[config.mk]
export PLATFORM = sky130hd
export DESIGN_NAME = crc_check
export DESIGN_NICKNAME = d
export VERILOG_FILES = /design/src/rtl/crc_pkg.sv /design/src/rtl/crc_calc.sv /design/src/rtl/crc_check.sv
export SDC_FILE = /design/constraint.sdc
export NUM_CORES = 1
export LEC_CHECK = 0
export BUFFER_PORTS_ARGS = -buffer_cell sky130_fd_sc_hd__buf_2
export CAP_MARGIN = 10
export CORE_MARGIN = 2
export CORE_UTILIZATION = 52
export CTS_CLUSTER_SIZE = 24
export DETAILED_ROUTE_END_ITERATION = 12
export PLACE_DENSITY = 0.76
export REMOVE_ABC_BUFFERS = 1
export SLEW_MARGIN = 5
export SYNTH_ARGS = -nofsm -noshare
export SYNTH_HDL_FRONTEND = slang
export SYNTH_SLANG_ARGS = --single-unit
[constraint.sdc]
create_clock -name clk_i -period 1.9 [get_ports clk_i]
set_input_delay 0.285 -clock clk_i [delete_from_list [all_inputs] [get_ports clk_i]]
set_output_delay 0.285 -clock clk_i [all_outputs]
set_load 0.02 [all_outputs]
[src/rtl/crc_pkg.sv]
// Shared types and helpers for the CRC receive-check slice.
// Latency: n/a (types and elaboration-time functions only).
// Backpressure: n/a.
package crc_pkg;

    // Receive-check FSM: IDLE accumulates a frame, CHECK is the single verdict cycle.
    typedef enum logic {
        IDLE  = 1'b0,
        CHECK = 1'b1
    } crc_state_e;

    // Decodes the "TRUE"/"FALSE" string parameters; anything other than "TRUE" reads as false.
    function automatic bit bool_str(input string s);
        return (s == "TRUE");
    endfunction

endpackage

[src/rtl/crc_calc.sv]
// Word-serial CRC engine: folds one DATA_WIDTH word per valid beat into a CRC_SIZE register.
// Latency: crc_o reflects a word the cycle after its valid beat; soft_reset_i reloads INIT in one cycle.
// Backpressure: none, every valid_i beat is consumed.
// Ports: clk_i/rst_i (sync active-high), soft_reset_i (reload INIT, wins over valid_i),
//        valid_i/data_i (word in), crc_o (reflected and XORed CRC of all words since INIT).
module crc_calc
    import crc_pkg::*;
#(
    parameter logic [63:0] POLY       = 64'h8005,
    parameter int          CRC_SIZE   = 16,
    parameter int          DATA_WIDTH = 8,
    parameter logic [63:0] INIT       = 64'h0000,
    parameter string       REF_IN     = "TRUE",
    parameter string       REF_OUT    = "TRUE",
    parameter logic [63:0] XOR_OUT    = 64'hffff
) (
    input  logic                  clk_i,
    input  logic                  rst_i,
    input  logic                  soft_reset_i,
    input  logic                  valid_i,
    input  logic [DATA_WIDTH-1:0] data_i,
    output logic [CRC_SIZE-1:0]   crc_o
);

    localparam logic [CRC_SIZE-1:0] POLY_W = POLY[CRC_SIZE-1:0];
    localparam logic [CRC_SIZE-1:0] INIT_W = INIT[CRC_SIZE-1:0];
    localparam logic [CRC_SIZE-1:0] XOR_W  = XOR_OUT[CRC_SIZE-1:0];
    localparam bit                  REFIN  = bool_str(REF_IN);
    localparam bit                  REFOUT = bool_str(REF_OUT);

    logic [CRC_SIZE-1:0] state_q;
    logic [CRC_SIZE-1:0] state_refl;

    // MSB-first shift of one word; reflected input simply means feeding the word LSB first.
    function automatic logic [CRC_SIZE-1:0] crc_step(input logic [CRC_SIZE-1:0] c,
                                                     input logic [DATA_WIDTH-1:0] d);
        logic [CRC_SIZE-1:0] r;
        logic                fb;
        r = c;
        for (int i = 0; i < DATA_WIDTH; i++) begin
            fb = r[CRC_SIZE-1] ^ (REFIN ? d[i] : d[DATA_WIDTH-1-i]);
            r  = {r[CRC_SIZE-2:0], 1'b0};
            if (fb) begin
                r = r ^ POLY_W;
            end
        end
        return r;
    endfunction

    always_ff @(posedge clk_i) begin
        if (rst_i || soft_reset_i) begin
            state_q <= INIT_W;
        end else if (valid_i) begin
            state_q <= crc_step(state_q, data_i);
        end
    end

    always_comb begin
        for (int i = 0; i < CRC_SIZE; i++) begin
            state_refl[i] = state_q[CRC_SIZE-1-i];
        end
        crc_o = (REFOUT ? state_refl : state_q) ^ XOR_W;
    end

endmodule

[src/rtl/crc_check.sv]
// RX FCS checker: strips the trailing CRC_SIZE/DATA_WIDTH FCS words, forwards payload, gives one verdict per frame.
// Latency: payload word out N input beats after it arrives; verdict (done_o) 2 cycles after the last_i beat.
// Backpressure: none; valid_i gaps of any length are tolerated, back-to-back frames need no idle cycle.
// Ports: clk_i/rst_i (sync active-high); valid_i/data_i/last_i frame in (last_i on final FCS word);
//        valid_o/data_o/last_o payload out; done_o+crc_ok_o/crc_err_o verdict pulse; frame_err_o runt-frame pulse.
module crc_check
    import crc_pkg::*;
#(
    parameter logic [63:0] POLY          = 64'h8005,
    parameter int          CRC_SIZE      = 16,
    parameter int          DATA_WIDTH    = 8,
    parameter logic [63:0] INIT          = 64'h0000,
    parameter string       REF_IN        = "TRUE",
    parameter string       REF_OUT       = "TRUE",
    parameter logic [63:0] XOR_OUT       = 64'hffff,
    parameter string       FCS_LSW_FIRST = "TRUE"
) (
    input  logic                  clk_i,
    input  logic                  rst_i,
    input  logic                  valid_i,
    input  logic [DATA_WIDTH-1:0] data_i,
    input  logic                  last_i,
    output logic                  valid_o,
    output logic [DATA_WIDTH-1:0] data_o,
    output logic                  last_o,
    output logic                  done_o,
    output logic                  crc_ok_o,
    output logic                  crc_err_o,
    output logic                  frame_err_o
);

    localparam int             N         = CRC_SIZE / DATA_WIDTH;
    localparam int             CW        = $clog2(N + 1);
    localparam logic [CW-1:0]  N_CNT     = CW'(N);
    localparam bit             LSW_FIRST = bool_str(FCS_LSW_FIRST);

    if ((CRC_SIZE % DATA_WIDTH) != 0 || CRC_SIZE > 64) begin : g_bad_params
        $error("crc_check: CRC_SIZE must be a multiple of DATA_WIDTH and at most 64");
    end

    crc_state_e            state_q, state_d;
    logic [CW-1:0]         count_q;
    logic [DATA_WIDTH-1:0] line_q    [N];
    logic [DATA_WIDTH-1:0] line_push [N];
    logic [CRC_SIZE-1:0]   fcs_q;
    logic [CRC_SIZE-1:0]   fcs_nxt;
    logic [CRC_SIZE-1:0]   crc_val;
    logic                  full;
    logic                  pop;
    logic                  is_check;
    logic                  soft_rst;

    // line_q[N-1] is the newest word; valid words sit in the top count_q slots, so when full the
    // oldest is always line_q[0].
    assign full     = (count_q == N_CNT);
    assign pop      = valid_i && full;
    assign is_check = (state_q == CHECK);

    // Line contents as they will be after this beat's push; on the last beat this is exactly the FCS.
    always_comb begin
        for (int i = 0; i < N - 1; i++) begin
            line_push[i] = line_q[i+1];
        end
        line_push[N-1] = data_i;
        fcs_nxt = '0;
        for (int i = 0; i < N; i++) begin
            if (LSW_FIRST) begin
                fcs_nxt[i*DATA_WIDTH +: DATA_WIDTH] = line_push[i];
            end else begin
                fcs_nxt[(N-1-i)*DATA_WIDTH +: DATA_WIDTH] = line_push[i];
            end
        end
    end

    always_ff @(posedge clk_i) begin
        if (rst_i) begin
            state_q <= IDLE;
        end else begin
            state_q <= state_d;
        end
    end

    // Runt frames never leave IDLE; they only reset the CRC so the next frame starts from INIT.
    always_comb begin
        state_d  = state_q;
        soft_rst = 1'b0;
        case (state_q)
            IDLE: begin
                if (valid_i && last_i) begin
                    if (full) begin
                        state_d = CHECK;
                    end else begin
                        soft_rst = 1'b1;
                    end
                end
            end
            CHECK: begin
                state_d  = IDLE;
                soft_rst = 1'b1;
            end
            default: begin
                state_d = IDLE;
            end
        endcase
    end

    always_ff @(posedge clk_i) begin
        if (rst_i) begin
            count_q     <= '0;
            for (int i = 0; i < N; i++) begin
                line_q[i] <= '0;
            end
            fcs_q       <= '0;
            valid_o     <= 1'b0;
            data_o      <= '0;
            last_o      <= 1'b0;
            done_o      <= 1'b0;
            crc_ok_o    <= 1'b0;
            crc_err_o   <= 1'b0;
            frame_err_o <= 1'b0;
        end else begin
            valid_o     <= pop;
            data_o      <= pop ? line_q[0] : '0;
            last_o      <= pop && last_i;
            done_o      <= is_check;
            crc_ok_o    <= is_check && (crc_val == fcs_q);
            crc_err_o   <= is_check && (crc_val != fcs_q);
            frame_err_o <= valid_i && last_i && !full;
            if (valid_i) begin
                if (last_i) begin
                    count_q <= '0;
                    for (int i = 0; i < N; i++) begin
                        line_q[i] <= '0;
                    end
                    if (full) begin
                        fcs_q <= fcs_nxt;
                    end
                end else begin
                    for (int i = 0; i < N; i++) begin
                        line_q[i] <= line_push[i];
                    end
                    if (!full) begin
                        count_q <= count_q + CW'(1);
                    end
                end
            end
        end
    end

    // Fed from the pop itself (not the registered output) so the CRC already covers the final
    // payload word during CHECK.
    crc_calc #(
        .POLY       (POLY),
        .CRC_SIZE   (CRC_SIZE),
        .DATA_WIDTH (DATA_WIDTH),
        .INIT       (INIT),
        .REF_IN     (REF_IN),
        .REF_OUT    (REF_OUT),
        .XOR_OUT    (XOR_OUT)
    ) u_crc_calc (
        .clk_i        (clk_i),
        .rst_i        (rst_i),
        .soft_reset_i (soft_rst),
        .valid_i      (pop),
        .data_i       (line_q[0]),
        .crc_o        (crc_val)
    );

endmodule
# Word level (Yosys, flattened, before mapping)
# Memory sizes are Yosys's and may differ from the RTL's.
# Cells that the tools add are included.
[totals]
register_bits = 49
mem_bits_rw = 16
n_memories = 1
out_inout_bits = 14
word_cells = 95
input_bits = 12
[op_classes]
muxes = 44
n_reduce_logical = 11
bitwise = 23
add_sub_neg = 1
n_eq_ne = 4
[mem_list]
columns = ["name", "words", "width", "rd", "rd_ports_with_merged_regs", "wr", "line", "source"]
rows = [
  ["line_q", 2, 8, 2, 0, 2, "crc_check.sv:43", "logic [DATA_WIDTH-1:0] line_q [N];"],
]
[ops]
columns = ["operator", "n"]
rows = [
  ["2-to-1 mux 16 bit", 22],
  ["2-to-1 mux 8 bit", 4],
  ["NOT 3 bit", 8],
  ["equality test 16 bit", 1],
  ["!= test 16 bit", 1],
  ["NOT 16 bit", 1],
  ["2-to-1 mux 1 bit", 14],
  ["bitwise XOR 1 bit", 8],
  ["logical AND 1 bit", 6],
  ["2-to-1 mux 2 bit", 2],
  ["bitwise OR 1 bit", 4],
  ["case mux 1 bit (2 select lines)", 2],
  ["AND reduction 3 bit", 1],
  ["adder 2 x 1 -> 2 bit (second input constant)", 1],
  ["equality test 2 bit (second input constant)", 1],
  ["!= test 2 bit (second input constant)", 1],
  ["NOT 1 bit", 2],
  ["AND reduction 2 bit", 1],
  ["OR reduction 2 bit", 1],
  ["zero test 1 bit", 1],
  ["logical OR 1 bit", 1],
]

# Depth between registers and ports, before layout
# Gate-level depths: netlist of the first run.
[logic_depth]
word_depth = 32
ltp_mapped = 8
mapped_depth_nobuf = 8

# Modules after synthesis
# Synthesis of the first run repeated with hierarchy kept, for this count alone.
[hier_totals]
cells_unflattened = 266
area_unflattened_um2 = 2788.9
[modules_own_cells]
columns = ["module", "seq_area_each_um2", "cells_per_inst", "area_per_inst_um2", "n_inst"]
rows = [
  ["crc_check", 1141.1, 173, 1954.4, 1],
  ["crc_calc", 320.3, 93, 834.6, 1],
]

# Worst setup path after synthesis of the first run
# No wires, ideal clock.
[synth_path]
kind = "flip-flop to flip-flop"
from = "memory line_q[0][1]"
to = "register u_crc_calc.state_q[15]"
setup_slack_ps = 59
t_arrival_ps = 1721
n_path_buf = 0
period_less_slack_ps = 1841
required_ps = 1780
path_stages_with_launch = 7
setup_time_ps = 120
path_cell_list = "edfxtp_1 -> xnor2_1 -> xnor2_1 -> xnor3_2 -> xnor2_2 -> mux2i_1 -> o21ai_1"
[synth_rtl]
columns = ["item", "line", "source"]
rows = [
  ["start: declaration", "crc_check.sv:43", ""],
  ["end signal: assignment", "crc_calc.sv:54", "state_q <= crc_step(state_q, data_i);"],
  ["end: declaration", "crc_calc.sv:31", "logic [CRC_SIZE-1:0] state_q;"],
]

==> qor.yml, run 1 <==
outcome:
  status: "finished clean"
cts:
  clockBufferDepth: 2
  clkTransAtPathRegs_ps: 70
  clock_latency_ps: 340
  cts_buffers: 9
  clock_sink_count: 65
  cts-htree-levels: 3
  cts_root_buffer: "clkbuf_8"
  hold_buffers: 0
  cts_tree: "yes"
setup_path:
  startpoint_type: "flop"
  arrival_ps: 2080
  crit_path_max_fanout: 2
  path_class: "flop to flop"
  rr_startpoint: "line_q[0][1]"
  r2r_slack_ps: 40
  worstRegToRegCells: 6
  r2r-end: "u_crc_calc.state_q[15]"
  crit_required_ps: 2120
  worstSetupEndpointType: "flop"
cells_and_area:
  drive_above_1_share_pct: 24.1
  syn2layout_area_growth_pct: 20.4
  antennaDiodeCount: 0
  nets: 315
synth:
  ys.flop_type: "dfxtp_1"
  synthesis.area_um2: 2610
  ys_seq_area_share_pct: 55.9
  ys_async_sr_fraction_pct: 0
  ys.warnings.count: 0
  synth.avg_cell_area_um2: 10.1
  syn_inst: 259
  synth_edf_count: 16
  synth.distinct_cells: 29
  synth-seq-cells: 65
floorplan:
  die_area_um2: 5610
  num_rows: 25
  ioPinCount: 26
  die_h_um: 74.9
  die_width_um: 74.9
  core_area_um2: 4790
  initial_utilization_pct: 54.6
sta:
  rsz0062_at_grt: "yes"
  fin_crit_ps: 1860
  finalSetupViolations: 0
  fin_setup_tns_ps: 0
  fmax_mhz: 539
  tightest_slew_ps: 448
  period_share_pct: 97.7
  clock_skew_ps: 7.83
  slew_headroom_pct: 70.1
  hold_viol: 0
  slew_violations: 0
min_path:
  hp-start: "data_i[5]"
  hold_end: "fcs_q[13]"
  holdPathStages: 3
  holdCritPathClass: "input port to flop"
power:
  total_power_uw: 2720
  total_leakage_power_uw: 0.00133
  powerDensity_nw_per_um2: 865
  ir_drop_mv: 0.602
grt:
  grt_pass1_vias: 1785
  grt_max_degree: 19
  grt_pass1_wl_mm: 8.30
  grt-ovfl-total: 0
  grt_usage_pct: 20.5
  antenna_found_initial: 0
routing:
  route.vias.total: 1854
  avgViaCountPerCell: 4.96
  totalWireLength_mm: 5.11
  first_pass_iters: 4
  drt-initial-drc-count: 111
  routedWlPerCell_um: 13.6
  drc: 0
  final_antenna_net_count: 0
placed_design:
  hpwl_mm: 3.48
  gp_congestion: 0.829
  port-buffer-count: 25
job:
  cap_violations: 0
## cell usage in the layout (no fill, tap or decap), types with 2 or more instances in the layout
cell type and instances:
clkbuf_1 2, clkbuf_8 11, xor2_1 18, edfxtp_1 16
buf_4 19, xnor2_1 7, nand4_1 4, dfxtp_1 49
and2_1 27, nor4b_1 2, nor2_1 14, nor2b_1 2
xnor2_2 9, o21ai_1 2, inv_1 2, a21oi_1 25
buf_2 25, nor3_1 2, nand2_1 49, clkinv_2 3
a211oi_1 7
## repair_timing
action,CTS,global route
resized for setup,3,4
gates cloned,0,0
pin swaps,3,7
endpoints found under the setup margin,1,3
buffers inserted,4,2
## area by class of cell
class | count | area [µm²]
clock buffer | 13 | 159
clock inverter | 3 | 15.0
fill | 385 | 1640
inverter | 2 | 7.51
multi-input combinational | 180 | 1150
sequential | 65 | 1460
tap | 67 | 83.8
timing repair buffer | 44 | 268
## registers in the layout (all words and copies together) (netlist names)
signal	cells
count_q	2
last_o	1
done_o	1
crc_ok_o	1
valid_o	1
is_check	1
data_o	8
u_crc_calc.state_q	16
crc_err_o	1
frame_err_o	1
fcs_q	16
line_q	16
## kinds of logic after synthesis
kind of cell               after synthesis  share of synthesized area, %
and+or+nand+nor                        107                          20.1
DFF                                     65                          55.9
xor gates and xnor gates                36                          13.5
AOI/OAI and AO/OA                       35                          7.66
buffers and inverters                   14                          2.01
muxes                                    1                         0.383
adders and majority gates                1                         0.479
## worst max-delay path by stage
stage	cells past startpoint	slack [ps]	startpoint	to
floorplan	6	60	line_q[0][1]	u_crc_calc.state_q[15]
global placement	6	40	line_q[0][0]	u_crc_calc.state_q[15]
detailed placement	6	-20	line_q[0][0]	u_crc_calc.state_q[15]
CTS	6	-9	line_q[0][4]	u_crc_calc.state_q[15]
global route	6	-50	line_q[0][0]	u_crc_calc.state_q[15]
finish	6	40	line_q[0][1]	u_crc_calc.state_q[15]
## cell usage after synthesis (4+ instances only)
| cell type | instances | area share, % |
|---|---|---|
| clkbuf_1 | 12 | 1.7 |
| xor2_1 | 18 | 6.0 |
| dfxtp_1 | 49 | 38 |
| edfxtp_1 | 16 | 18 |
| a21oi_1 | 25 | 4.8 |
| xnor2_1 | 14 | 4.7 |
| nand2_1 | 49 | 7.0 |
| a211oi_1 | 7 | 2.0 |
| nor2_1 | 14 | 2.0 |
| nand4_1 | 4 | 0.96 |
| and2_1 | 27 | 6.5 |
## through the flow
stage / hold WS, ps / area [µm²] / util [%] / instances / setup WS [ps]
6_report: 191 / 3150 / 65.8 / 374 / 44.3
5_1_grt: 207 / 3150 / 65.8 / 374 / -54.0
4_1_cts: 188 / 3100 / 64.8 / 372 / -9.36
3_5_place_dp: 435 / 2880 / 60.1 / 352 / -17.6
3_3_place_gp: 436 / 2880 / 60.1 / 352 / 38.6
2_1_floorplan: 354 / 2570 / - / 247 / 58.6
## critical path, cell delays in order, from the launching register on
cell      delay (ps)
edfxtp_1         420
xnor2_2          220
xnor2_2          150
xnor3_2          470
xnor2_2          180
mux2i_1          210
o21ai_1           80
## where the power goes
group	internal [µW]	total [µW]	leakage [µW]	switching, µW
logic	121	226	0.000667	105
clock network	539	1030	0.0000932	495
registers	1450	1460	0.000571	18.2
total	2110	2720	0.00133	618
## per-layer routing
layer / part of all wire (%) / GRT usage [%] / up-vias
met2: 48 / 31.7 / 36
met1: 46 / 27.9 / 863
li1: - / - / 948
met4: 1.4 / 7.94 / 0
met5: 0 / 0 / -
met3: 4.8 / 5.35 / 7
(Power assumes the default switching activity.)
==> run 2, diff against run 1 <==
--- a/config.mk
+++ b/config.mk
@@ -16,4 +16,5 @@
 export SLEW_MARGIN = 5
 export SYNTH_ARGS = -nofsm -noshare
 export SYNTH_HDL_FRONTEND = slang
+export SYNTH_HIERARCHICAL = 1
 export SYNTH_SLANG_ARGS = --single-unit
==> qor.yml, run 2 <==
cells_and_area:
  stdcell_area_um2: 3310  # +5.2%
  antennaDiodeCount: 0  # unchanged
  drive_above_1_share_pct: 29.1  # +5.0 points
  final_common_cell: "dfxtp_1"
  syn2layout_area_growth_pct: 18.8
  nets: 328  # +4.1%
  top_regs: "fcs_q x16, line_q x16, u_crc_calc/state_q x16"
  fillCellCount: 424  # +10%
  seq_area_um2: 1460  # unchanged
  layout_common_cells: "dfxtp_1 (49), nand2_1 (30), and2_1 (25), buf_2 (25), buf_4 (24)"
  multi_input_area_um2: 1210  # +5.3%
grt:
  grt_usage_pct: 20.2  # -0.30 points
  grt_pass1_vias: 1936  # +8.5%
  grt_max_degree: 29  # +10
  antenna_found_initial: 0  # unchanged
  grt_pass1_wl_mm: 9.17  # +10%
  grt-ovfl-total: 0  # unchanged
setup_path:
  crit_path_max_fanout: 2  # unchanged
  crit_required_ps: 2150  # +30 ps
  r2r_slack_ps: -300  # -350 ps
  rr_startpoint: "line_q[0][4]"
  path_class: "flop to flop"
  r2r-end: "u_crc_calc/state_q[15]"
  worstRegToRegCells: 6  # unchanged
  crit_start: "line_q[0][4]"
  worstSetupEndpointType: "flop"
  startpoint_type: "flop"
  timing.critical_path.to: "u_crc_calc/state_q[15]"
  arrival_ps: 2450  # +370 ps
min_path:
  holdCritPathClass: "input port to flop"
synth:
  yosysMostFrequentCell: "dfxtp_1"
  ys.flop_type: "dfxtp_1"
  synthTopCellsByArea: "dfxtp_1 (35%), edfxtp_1 (17%), and2_1 (5.6%), xnor2_1 (5.3%), xor2_1 (5.3%)"
  synth.distinct_cells: 38  # +31%
  synth.avg_cell_area_um2: 10.5  # +3.9%
  synth.top_cell.area_share_pct: 35.2  # -2.4 points
  synthesis.area_um2: 2790  # +6.7%
  netlist_top_cells_count: "dfxtp_1 (49), nand2_1 (30), and2_1 (25), nor2_1 (19), inv_1 (18)"
  syn_inst: 266  # +2.7%
  ys.warnings.count: 6  # +6
  ys_seq_area_share_pct: 52.4  # -3.5 points
  synth_edf_count: 16  # unchanged
  synth-seq-cells: 65  # unchanged
  yosys.area.top_type: "dfxtp_1"
  ys_async_sr_fraction_pct: 0  # unchanged
routing:
  drt-initial-drc-count: 111  # unchanged
  avgViaCountPerCell: 4.87  # -1.8%
  totalWireLength_mm: 5.48  # +7.4%
  first_pass_iters: 4  # unchanged
  routedWlPerCell_um: 14.1  # +3.0%
  route.vias.total: 1898  # +2.4%
  drc: 0  # unchanged
  final_antenna_net_count: 0  # unchanged
sta:
  fin_crit_ps: 2200  # +347 ps
  worst_slack_ps: -303  # -347 ps
  tightest_slew_ps: 561  # +113 ps
  rsz0062_at_grt: "yes"
  clock_skew_ps: 8.82  # +0.990 ps
  hold_viol: 0  # unchanged
  slew_violations: 0  # unchanged
  fmax_mhz: 454  # -16%
  slew_headroom_pct: 62.5  # -7.6 points
  finalSetupViolations: 3  # +3
  period_share_pct: 116  # +18 points
floorplan:
  die_width_um: 77.2  # +3.1%
  die_area_um2: 5970  # +6.3%
  core_area_um2: 5140  # +7.4%
  num_rows: 26  # +4.0%
  ioPinCount: 26  # unchanged
  die_h_um: 77.2  # +3.1%
  initial_utilization_pct: 54.3  # -0.35 points
cts:
  cts_tree: "yes"
  clock_latency_ps: 340  # about the same
  hold_buffers: 0  # unchanged
  cts-htree-levels: 3  # unchanged
  cts_root_buffer: "clkbuf_8"
  clockBufferDepth: 2  # unchanged
  clock_sink_count: 65  # unchanged
  clkTransAtPathRegs_ps: 70  # about the same
  cts_buffers: 9  # unchanged
power:
  clkPwrFrac_pct: 36.6  # -1.4 points
  powerDensity_nw_per_um2: 825  # -4.7%
  power_frac_seq_pct: 53.6  # about the same
  ir_drop_mv: 0.594  # -1.3%
  power_switching_uw: 641  # +3.7%
  p_int_uw: 2090  # -0.68%
  total_leakage_power_uw: 0.00125  # -6.3%
  sw_frac_of_total_pct: 23.5  # +0.76 points
  pwr-share-comb_pct: 9.8  # +1.5 points
outcome:
  status: "complete, but fails checks"
  violations: "negative setup slack"
placed_design:
  gp_congestion: 0.805  # -2.9%
  dp_worst_setup_slack_ps: -237  # -219 ps
  port-buffer-count: 25  # unchanged
  place_area_um2: 3060  # +6.3%
  hpwl_mm: 3.60  # +3.5%
job:
  cap_violations: 0  # unchanged
[run 2: changes by cell type after synthesis, moves of 5 or more]
| cell | delta |
|---|---|
| nor2_1 | +5 |
| mux2i_1 | +6 |
| a21oi_2 | +10 |
| a21oi_1 | -17 |
| inv_1 | +16 |
| clkbuf_1 | -7 |
| nand2_1 | -19 |
[run 2: cell families (layout without fill, tap and decap cells)]
| kind of cell | count (synthesis) | after routing | synth area share [%] |
|---|---|---|---|
| flops | 65 | 65 | 52.4 |
| xor+xnor | 37 | 37 | 12.7 |
| buf+inv | 30 | 84 | 5.88 |
| compound gates | 28 | 28 | 7.22 |
| fa+ha+maj | 1 | 1 | 0.449 |
| simple gates | 98 | 98 | 18.8 |
| mux | 7 | 7 | 2.51 |
[run 2: power by group through the flow]
| stage | clock network (µW) | registers [µW] | logic [µW] |
|---|---|---|---|
| floorplan | 0 | 1490 | 111 |
| global placement | 0 | 1490 | 202 |
| global route | 1080 | 1470 | 285 |
| finish | 1000 | 1460 | 268 |
| CTS | 1030 | 1460 | 230 |
| detailed placement | 0 | 1490 | 206 |
[run 2: how the worst min path moves through the flow]
stage,from,endpoint,slack [ps],cells after the start
3_3_place_gp,fcs_q[0],fcs_q[0],460,2
6_report,data_i[6],fcs_q[14],190,3
3_5_place_dp,fcs_q[4],fcs_q[4],460,2
5_1_grt,data_i[0],fcs_q[8],190,3
2_1_floorplan,rst_i,fcs_q[10],350,1
4_1_cts,data_i[6],fcs_q[14],180,3
[run 2: stage by stage]
step	total power (µW)	hold slack (ps)	std cells	utilization, %	TNS [ps]
after CTS	2720	177	388	63.8	-257
after global routing	2830	189	390	64.4	-717
after detailed placement	1700	461	369	59.4	-257
after global placement	1690	456	369	59.4	-149
after floorplan	1600	347	254	-	-202
final	2730	191	390	64.4	-492
[run 2: timing repair]
| item | CTS | global route |
|---|---|---|
| setup endpoints to repair | 3 | 3 |
| resized for setup | 5 | 3 |
| pin swaps | 3 | 4 |
| setup buffers | 3 | 3 |
[run 2: area by class of cell]
| cell class | instances | area share, % |
|---|---|---|
| multi-input cells | 171 | 36.6 |
| well taps | 70 | 2.64 |
| flip-flops and latches | 65 | 44.1 |
| repair buffers | 50 | 9.56 |
| clock inverters | 4 | 0.604 |
| inverters | 18 | 2.04 |
| clock buffers | 12 | 4.38 |
[run 2: critical path: stages (launching register included)]
cell and delay, ps:
edfxtp_1 430, xnor2_2 180, xnor2_1 230, xnor3_2 500, xnor2_2 170, or4b_1 500, o311ai_1 100
[run 2: metal layers]
layer / up-vias / track usage, % / wire length, µm
met1: 886 / 25.0 / 2480
met3: 11 / 5.65 / 169
met4: 0 / 12.0 / 143
met2: 39 / 31.5 / 2690
li1: 962 / - / -
met5: - / 0 / 0
==> run 3, diff against run 2 <==
--- a/config.mk
+++ b/config.mk
@@ -7,7 +7,6 @@
 export LEC_CHECK = 0
 export BUFFER_PORTS_ARGS = -buffer_cell sky130_fd_sc_hd__buf_2
 export CAP_MARGIN = 10
-export CORE_MARGIN = 2
 export CORE_UTILIZATION = 52
 export CTS_CLUSTER_SIZE = 24
 export DETAILED_ROUTE_END_ITERATION = 12
==> qor.yml, run 3 (synthesis gave the netlist of run 2 again) <==
setup_path:
  worstRegToRegCells: 6  # unchanged
  arrival_ps: 2390  # -60 ps
  crit_required_ps: 2140  # about the same
  crit_path_max_fanout: 2  # unchanged
  crit_start: "line_q[0][1]"
  r2r_slack_ps: -250  # +50 ps
  cp_slowest_cell: "or4b_1"
  startpoint_type: "flop"
  crit_buf_inv: 0  # unchanged
  rr_startpoint: "line_q[0][1]"
  cp_slowest_stage_delay_ps: 490  # about the same
  worstSetupEndpointType: "flop"
  path_class: "flop to flop"
  r2r-end: "u_crc_calc/state_q[15]"
  crit_family: "XOR/XNOR gates"
  worstPathCellList: "xnor2_2 > xor2_1 > xnor3_2 > xnor2_1 > or4b_1 > o311ai_1"
sta:
  slew_violations: 0  # unchanged
  slew_headroom_pct: 64.3  # +1.7 points
  tightest_slew_ps: 535  # -25.8 ps
  worst_slack_ps: -249  # +54.6 ps
  fin_crit_ps: 2150  # -54.6 ps
  period_share_pct: 113  # -2.9 points
  fmax_mhz: 465  # +2.5%
  hold_viol: 0  # unchanged
  rsz0062_at_grt: "yes"
  finalSetupViolations: 1  # -2
  clock_skew_ps: 11.1  # +2.32 ps
  whs_ps: 192  # +1.26 ps
grt:
  grt_pass1_vias: 1720  # -11%
  grt_max_degree: 17  # -41%
  grt_pass1_wl_mm: 8.37  # -8.7%
  grt_usage_pct: 21.0  # +0.79 points
  antenna_found_initial: 0  # unchanged
  grt-ovfl-total: 0  # unchanged
floorplan:
  initial_utilization_pct: 54.3  # unchanged
  num_rows: 26  # unchanged
  ioPinCount: 26  # unchanged
  die_h_um: 75.2  # -2.6%
  die_area_um2: 5660  # -5.1%
  die_width_um: 75.2  # -2.6%
  core_area_um2: 5140  # unchanged
routing:
  final_antenna_net_count: 0  # unchanged
  totalWireLength_mm: 5.29  # -3.4%
  routedWlPerCell_um: 13.7  # -2.7%
  drt-initial-drc-count: 101  # -9.0%
  drc: 0  # unchanged
  route.vias.total: 1883  # -0.79%
  avgViaCountPerCell: 4.87  # about the same
  first_pass_iters: 4  # unchanged
cells_and_area:
  fillCellCount: 441  # +4.0%
  stdcell_area_um2: 3300  # -0.42%
  top_regs: "fcs_q x16, line_q x16, u_crc_calc/state_q x16"
  syn2layout_area_growth_pct: 18.3
  nets: 325  # -0.91%
  final_common_cell: "dfxtp_1"
  layout_common_cells: "dfxtp_1 (49), nand2_1 (30), and2_1 (25), buf_2 (25), buf_4 (22)"
  multi_input_area_um2: 1180  # -2.5%
  seq_area_um2: 1460  # unchanged
  drive_above_1_share_pct: 27.1  # -1.9 points
  antennaDiodeCount: 0  # unchanged
  fin_cells: 387  # -0.77%
  final_util_pct: 64.2  # -0.27 points
cts:
  clockBufferDepth: 2  # unchanged
  cts-htree-levels: 3  # unchanged
  clock_sink_count: 65  # unchanged
  cts_root_buffer: "clkbuf_8"
  cts_tree: "yes"
  cts_buffers: 9  # unchanged
  clock_latency_ps: 340  # about the same
  clkTransAtPathRegs_ps: 70  # about the same
min_path:
  hold_end: "fcs_q[8]"
  holdPathStages: 3  # unchanged
  holdCritPathClass: "input port to flop"
  hp-start: "data_i[0]"
outcome:
  status: "complete, but fails checks"
  violations: "negative setup slack"
power:
  total_leakage_power_uw: 0.00123  # -1.1%
  ir_drop_mv: 0.462  # -22%
  powerDensity_nw_per_um2: 876  # +6.2%
  total_power_uw: 2890  # +5.7%
placed_design:
  hpwl_mm: 3.58  # -0.72%
  dp_cells: 369  # unchanged
  port-buffer-count: 25  # unchanged
  gp_congestion: 0.800  # -0.68%
  place_area_um2: 3060  # unchanged
job:
  cap_violations: 0  # unchanged
-- run 3: cell types whose count changed in the layout (fill, tap and decap cells not counted), sizes merged --
cell,change
buf,-3
clkinv,-3
clkbuf,+2
bufinv,+1
-- run 3: through the flow --
step | worst slack (ps) | setup TNS, ps
final | -249 | -249
after global placement | -145 | -145
after CTS | -191 | -191
after detailed placement | -192 | -192
after floorplan | -202 | -202
after global routing | -355 | -457
-- run 3: timing repair --
| action | CTS | global route |
|---|---|---|
| gates resized for setup | 3 | 0 |
| pin swaps | 0 | 3 |
| setup buffers | 0 | 2 |
| setup endpoints to repair | 2 | 3 |
| hold buffers | 0 | 0 |
-- run 3: cell type report --
type / count / area share [%]
multi-input combinational: 171 / 35.9
timing repair buffer: 47 / 8.80
clock buffer: 14 / 5.24
clock inverter: 2 / 1.06
sequential: 65 / 44.3
tap: 70 / 2.66
inverter: 18 / 2.05
-- run 3: worst min-delay path: stages --
cell	delay, ps
buf_2	110
nand2_2	50
a21oi_2	40
-- run 3: power breakdown --
group,total [µW],internal [µW],switching (µW)
clock network,1210,713,496
registers,1460,1450,17.2
logic,217,112,105
total,2890,2270,618
-- run 3: worst max-delay path by stage --
stage	to	slack, ps	cells after the start
after floorplan	u_crc_calc/state_q[15]	-200	6
after global placement	u_crc_calc/state_q[15]	-150	6
after detailed placement	u_crc_calc/state_q[15]	-190	6
after CTS	u_crc_calc/state_q[15]	-190	6
after global routing	u_crc_calc/state_q[15]	-350	6
final	u_crc_calc/state_q[15]	-250	6
-- run 3: metal layers --
metal	track usage [%]	share of wire, %	up-vias	routed length (µm)
li1	-	-	953	-
met1	27.8	45	871	2400
met2	32.0	48	44	2560
met3	4.82	3.5	15	187
met4	11.7	2.6	0	140
met5	0	0	-	0
